<file path="src/rtl/mac_dot_sequencer_if.sv">
// Bundles the layer-controller command port, the operand buffer read port and
// the result valid/ready port of the dot-product sequencer.
interface mac_dot_sequencer_if #(
    parameter int LA    = 8,
    parameter int LB    = 8,
    parameter int LACC  = 24,
    parameter int LEN_W = 8
);
    logic             start;
    logic [LEN_W-1:0] len;
    logic             sg;
    logic             busy;
    logic             rd_en;
    logic [LEN_W-1:0] a_addr;
    logic [LEN_W-1:0] b_addr;
    logic [LA-1:0]    a_data;
    logic [LB-1:0]    b_data;
    logic             out_valid;
    logic             out_ready;
    logic [LACC-1:0]  y;

    // Controller, buffers and result consumer side.
    modport master (
        output start, len, sg, a_data, b_data, out_ready,
        input  busy, rd_en, a_addr, b_addr, out_valid, y
    );

    // Sequencer side.
    modport slave (
        input  start, len, sg, a_data, b_data, out_ready,
        output busy, rd_en, a_addr, b_addr, out_valid, y
    );
endinterface

</file>
<file path="src/rtl/mac_dot_sequencer.sv">
// Walks two synchronous-read operand buffers in lockstep, accumulating one
// signed or unsigned product per cycle, and hands the sum out on valid/ready.
module mac_dot_sequencer #(
    parameter int LA    = 8,
    parameter int LB    = 8,
    parameter int LACC  = 24,
    parameter int LEN_W = 8
) (
    input logic              clk,
    input logic              rst_n,
    mac_dot_sequencer_if.slave bus
);
    typedef enum logic [1:0] {IDLE, RUN, DRAIN, OUT} state_t;

    state_t           state;
    logic [LEN_W-1:0] idx;
    logic [LEN_W-1:0] len_q;
    logic [LEN_W-1:0] last_idx;
    logic             sg_q;
    logic             busy_q;
    logic             rd_en_q;
    logic             out_valid_q;
    logic             pipe;
    logic [LACC-1:0]  acc;
    logic [LA+LB-1:0] a_wide;
    logic [LA+LB-1:0] b_wide;
    logic [LA+LB-1:0] prod;
    logic [LACC-1:0]  prod_ext;

    // Widening operands to the product width first makes the low LA+LB bits
    // of one unsigned multiply correct for both signed and unsigned modes.
    assign a_wide   = sg_q ? (LA+LB)'($signed(bus.a_data)) : (LA+LB)'(bus.a_data);
    assign b_wide   = sg_q ? (LA+LB)'($signed(bus.b_data)) : (LA+LB)'(bus.b_data);
    assign prod     = a_wide * b_wide;
    assign prod_ext = sg_q ? LACC'($signed(prod)) : LACC'(prod);
    assign last_idx = len_q - 1'b1;

    always_ff @(posedge clk or negedge rst_n) begin
        if (!rst_n) begin
            state       <= IDLE;
            idx         <= '0;
            len_q       <= '0;
            sg_q        <= 1'b0;
            busy_q      <= 1'b0;
            rd_en_q     <= 1'b0;
            out_valid_q <= 1'b0;
            pipe        <= 1'b0;
            acc         <= '0;
        end else begin
            // Read data lags the strobe by one cycle, so the accumulate does too.
            pipe <= rd_en_q;
            if (pipe) begin
                acc <= acc + prod_ext;
            end
            case (state)
                IDLE: begin
                    if (bus.start) begin
                        acc    <= '0;
                        busy_q <= 1'b1;
                        if (bus.len != '0) begin
                            len_q   <= bus.len;
                            sg_q    <= bus.sg;
                            idx     <= '0;
                            rd_en_q <= 1'b1;
                            state   <= RUN;
                        end else begin
                            out_valid_q <= 1'b1;
                            state       <= OUT;
                        end
                    end
                end
                RUN: begin
                    if (idx == last_idx) begin
                        rd_en_q <= 1'b0;
                        state   <= DRAIN;
                    end else begin
                        idx <= idx + 1'b1;
                    end
                end
                DRAIN: begin
                    out_valid_q <= 1'b1;
                    state       <= OUT;
                end
                OUT: begin
                    if (bus.out_ready) begin
                        out_valid_q <= 1'b0;
                        busy_q      <= 1'b0;
                        state       <= IDLE;
                    end
                end
                default: state <= IDLE;
            endcase
        end
    end

    assign bus.busy      = busy_q;
    assign bus.rd_en     = rd_en_q;
    assign bus.a_addr    = idx;
    assign bus.b_addr    = idx;
    assign bus.out_valid = out_valid_q;
    assign bus.y         = acc;
endmodule

</file>
<file path="src/flat_wrapper.sv">
// flat-port wrapper written by rule: the top's interface ports become plain ports
module mac_dot_sequencer_flat 
#(
    parameter int LA    = 8,
    parameter int LB    = 8,
    parameter int LACC  = 24,
    parameter int LEN_W = 8
)
  (clk, rst_n, bus_start, bus_len, bus_sg, bus_a_data, bus_b_data, bus_out_ready, bus_busy, bus_rd_en, bus_a_addr, bus_b_addr, bus_out_valid, bus_y);
  mac_dot_sequencer_if #(.LA(LA), .LB(LB), .LACC(LACC), .LEN_W(LEN_W)) bus_i ();
  input logic clk;
  input logic rst_n;
  input wire logic [$bits(bus_i.start)-1:0] bus_start;
  input wire logic [$bits(bus_i.len)-1:0] bus_len;
  input wire logic [$bits(bus_i.sg)-1:0] bus_sg;
  input wire logic [$bits(bus_i.a_data)-1:0] bus_a_data;
  input wire logic [$bits(bus_i.b_data)-1:0] bus_b_data;
  input wire logic [$bits(bus_i.out_ready)-1:0] bus_out_ready;
  output wire logic [$bits(bus_i.busy)-1:0] bus_busy;
  output wire logic [$bits(bus_i.rd_en)-1:0] bus_rd_en;
  output wire logic [$bits(bus_i.a_addr)-1:0] bus_a_addr;
  output wire logic [$bits(bus_i.b_addr)-1:0] bus_b_addr;
  output wire logic [$bits(bus_i.out_valid)-1:0] bus_out_valid;
  output wire logic [$bits(bus_i.y)-1:0] bus_y;
  assign bus_i.start = bus_start;
  assign bus_i.len = bus_len;
  assign bus_i.sg = bus_sg;
  assign bus_i.a_data = bus_a_data;
  assign bus_i.b_data = bus_b_data;
  assign bus_i.out_ready = bus_out_ready;
  assign bus_busy = bus_i.busy;
  assign bus_rd_en = bus_i.rd_en;
  assign bus_a_addr = bus_i.a_addr;
  assign bus_b_addr = bus_i.b_addr;
  assign bus_out_valid = bus_i.out_valid;
  assign bus_y = bus_i.y;
  mac_dot_sequencer #(.LA(LA), .LB(LB), .LACC(LACC), .LEN_W(LEN_W)) u_core (.clk(clk), .rst_n(rst_n), .bus(bus_i));
endmodule
</file>
<file path="config.mk">
export PLATFORM = sky130hd
export DESIGN_NAME = mac_dot_sequencer_flat
export DESIGN_NICKNAME = d
export VERILOG_FILES = /design/src/rtl/mac_dot_sequencer_if.sv /design/src/rtl/mac_dot_sequencer.sv /design/src/flat_wrapper.sv
export SDC_FILE = /design/constraint.sdc
export NUM_CORES = 1
export LEC_CHECK = 0
export ABC_AREA = 0
export CORE_ASPECT_RATIO = 1.4
export CORE_MARGIN = 4
export CORE_UTILIZATION = 50
export DETAILED_ROUTE_END_ITERATION = 8
export GPL_TIMING_DRIVEN = 0
export PLACE_DENSITY = 0.78
export RECOVER_POWER = 25
export SYNTH_ARGS = -nofsm -noshare
export SYNTH_HDL_FRONTEND = slang
export SYNTH_SLANG_ARGS = --single-unit
</file>
<file path="constraint.sdc">
create_clock -name clk -period 9.5 [get_ports clk]
set_clock_uncertainty 0.2 [all_clocks]
set_input_delay 2.85 -clock clk [delete_from_list [all_inputs] [get_ports clk]]
set_output_delay 2.85 -clock clk [all_outputs]
set_load 0.05 [all_outputs]
</file>
==> results.md <==
- Post-route minimum period: 9.34 ns
- IO Pins: 72
- Crit path from: bus_a_data[7]
- CTS Sinks: 47
- Final wirelength: 17.5 mm
- TritonCTS clock tree: built
- Register area share after synthesis: 0.165
- Final number of setup-violating endpoints: 0
- Reg2reg start: u_core.sg_q$_DFFE_PN0P_
- DPL Wire Length: 13.2 mm
- DR pass1 iterations: 5
- Clock Latency Late Sink: 0.30 ns
- DIE HEIGHT: 149 um
- Post-Syn Area: 7110 um2
- Final worst-path cycle share: 0.984
- Max Slew Vio Count: 40
- Status: finished with violations
- PortBufs: 67
- GR Util All Layers: 0.219
- Failing checks: max-capacitance violations, max-slew violations
- Critical Path AT: 9.38 ns
- Synth top area cells: fa_1 19%, dfrtp_1 17%, ha_1 14%, inv_1 7.0%, and2_1 5.3%
- CTS Buffer Depth: 2
- Required time of the critical path: 9.54 ns
- Primary FF master, synth: dfrtp_1
- Post-DRT Antenna Nets: 0
- Layout filler cell count: 1186
- R2R depth: 28
- Reg-to-reg endpoint: u_core.bus.y[21]$_DFF_PN0_
- Slew @ Worst Pin: 2.12 ns
- Largest net degree at the start of global routing: 40
- Area Growth Syn to Fin: 22.7%
- Fmax: 0.107 GHz
- # rows: 51
- M1 WL: 6.77 mm
- Nature of the critical path startpoint: primary input
- EDFF count, synth: 0
- Grt total ovfl: 0
- Worst slew margin: -0.416
- Worst setup EP type: flip-flop
- Netlist cell types: 66
- Share of layout cells above drive strength 1: 0.150
- First-pass GRT wire length: 28.7 mm
- Post-Syn Area per Cell: 8.90 um2
- Synth warnings: 0
- Wire per inst: 16.1 um
- CTS root buf: clkbuf_16
- Post-synth net total: 975
- Placed instance count: 1052
- Post-layout net count: 1075
- DRC Markers: 0
- Final Core Density: 0.628
- Async S/R FF share, synth: 1.00
- Starting DRT DRC Count: 279
- Final hold violation count: 0
- Max Cap Violations: 1
- Post-route non-filler standard cell count: 1085
- H-tree levels: 2
- Post-synth top area cell: fa_1
- HP Class: flip-flop to flip-flop
- Die area: 16200 um2
- WL met3: 686 um
- DR vias/cell: 5.51
- Synthesized instance count: 799
- Pre-CTS setup slack: -1.31 ns
- Crit path capture: u_core.bus.y[21]$_DFF_PN0_
- Critical path class: primary input to flip-flop
- Starting density of the core: 0.511
- Final setup TNS: 0 ns
- Via Count: 5973
- Setup ws final: 0.155 ns
- Core ar.: 13900 um2
- Cts hold-fix bufs: 0
- Routability cong.: 0.903
- Die width: 109 um
- Yosys top cell area share: 0.194
- Number of global-route vias before repair: 6222
- Uppermost layer routed: met4
- Worst reg2reg setup slack: 1.98 ns
- Met2 wire length: 9.57 mm
- Inserted Diodes: 0
- CTS buffer count: 5
- Synth Register Bits: 47
- Worst-path fanout max: 10
- Antenna violations before repair: 0
- Clock transition at path regs: 0.08 ns
## cells by family (layout without fill, tap and decap cells)
kind of cell	after synthesis	in the layout	synth area share
flip-flops	47	47	0.165
AO/OA/AOI/OAI	132	132	0.129
buffers and inverters	166	267	0.0946
AND/OR/NAND/NOR	224	224	0.167
multiplexers	24	24	0.0354
adder cells (fa/ha/maj)	147	147	0.331
XOR/XNOR	59	59	0.0769
## metrics by stage
stage / area, um2 / hold slack [ns]
final: 8730 / 0.251
after global routing: 8730 / 0.276
after CTS: 8520 / 0.262
after detailed placement: 8040 / 0.224
after global placement: 8020 / 0.230
after floorplan: 7120 / 0.298
## state kept, by name, summed over array words and instances, names as in the netlist
register              cells
u_core.bus.a_addr         8
u_core.bus.busy           1
u_core.bus.out_valid      1
u_core.bus.rd_en          1
u_core.bus.y             24
u_core.len_q              8
u_core.pipe               1
u_core.sg_q               1
u_core.state              2
## critical path, stage by stage
cell and delay [ns]:
buf_4 0.16, and2_4 0.15, buf_6 0.13, nand2_4 0.07
inv_1 0.05, fa_1 0.48, inv_1 0.06, fa_1 0.56
inv_2 0.04, fa_1 0.52, fa_2 0.46, fa_1 0.51
inv_1 0.06, fa_1 0.54, inv_1 0.07, ha_4 0.22
buf_4 0.13, a21oi_2 0.14, nand2_1 0.08, xor2_1 0.17
ha_1 0.32, buf_4 0.16, a221o_1 0.37, o21a_1 0.23
and3_1 0.19, a31oi_1 0.17, or3b_1 0.39, nand3_2 0.07
## cells in the mapped netlist, types with 5 or more instances
| cell type | number |
|---|---|
| nand2_1 | 38 |
| a211o_1 | 5 |
| nand2b_1 | 6 |
| o21ai_0 | 26 |
| fa_1 | 69 |
| a211oi_1 | 5 |
| nor3_1 | 11 |
| a21o_1 | 13 |
| clkbuf_1 | 18 |
| dfrtp_1 | 47 |
| mux2_2 | 9 |
| a21oi_1 | 29 |
| o21a_1 | 12 |
| nor2b_1 | 8 |
| nand3_1 | 11 |
| mux2i_1 | 15 |
| nand4_1 | 6 |
| nor2_1 | 48 |
| xnor2_1 | 40 |
| and2_1 | 60 |
| and3_1 | 12 |
| ha_1 | 78 |
| inv_1 | 132 |
| xor2_1 | 16 |
| buf_4 | 12 |
## layout by cell type (no fill, tap or decap), drive strengths merged, types with 3 or more instances in the layout
master,instances
xor2,17
mux2i,15
o21a,12
a211oi,5
o2111ai,4
o31ai,3
fa,69
and2,60
o21ai,29
a2111oi,8
nor2,48
dfrtp,47
a21oi,29
a211o,5
clkbuf,28
inv,133
nand4,6
a21boi,3
nor2b,8
ha,78
nor3,11
nor4,4
clkdlybuf4s50,54
and3,13
a21o,13
nand2b,6
a31oi,5
mux2,9
xnor2,41
nand3,11
nand2,39
buf,48
or2,3
nor3b,5
or3,4
## layer usage
metal / vias to the layer above / track usage
li1: 2825 / -
met1: 2927 / 0.256
met2: 178 / 0.416
met3: 43 / 0.0230
met4: 0 / 0.0632
met5: - / 0
## worst min-delay path by stage
stage                                       end  cells after the start  slack [ns]                    startpoint
global placement          u_core.pipe$_DFF_PN0_                      0        0.23  u_core.bus.rd_en$_DFFE_PN0P_
CTS                       u_core.pipe$_DFF_PN0_                      0        0.26  u_core.bus.rd_en$_DFFE_PN0P_
detailed placement        u_core.pipe$_DFF_PN0_                      0        0.22  u_core.bus.rd_en$_DFFE_PN0P_
finish                    u_core.pipe$_DFF_PN0_                      0        0.25  u_core.bus.rd_en$_DFFE_PN0P_
floorplan           u_core.state[1]$_DFFE_PN0P_                      2        0.30   u_core.state[1]$_DFFE_PN0P_
global route              u_core.pipe$_DFF_PN0_                      0        0.28  u_core.bus.rd_en$_DFFE_PN0P_
## what timing repair did
action | CTS | global route
gates cloned | 0 | 0
pin swaps | 13 | 33
endpoints found under the setup margin | 12 | 9
setup buffers | 16 | 14
gates resized for setup | 70 | 57
## area by class of cell
class,instances,area [um2],share of cell area
Clock buffer,5,125,0.0143
Multi-Input combinational cell,586,5590,0.640
Timing Repair Buffer,97,853,0.0977
Inverter,133,504,0.0578
Sequential cell,47,1180,0.135
Clock inverter,3,43.8,0.00502
Buffer,29,208,0.0238
Tap cell,185,231,0.0265
Power is left out: the tool's default activity adds up to more than one toggle a clock period on the data nets, which glitch-free logic cannot reach.
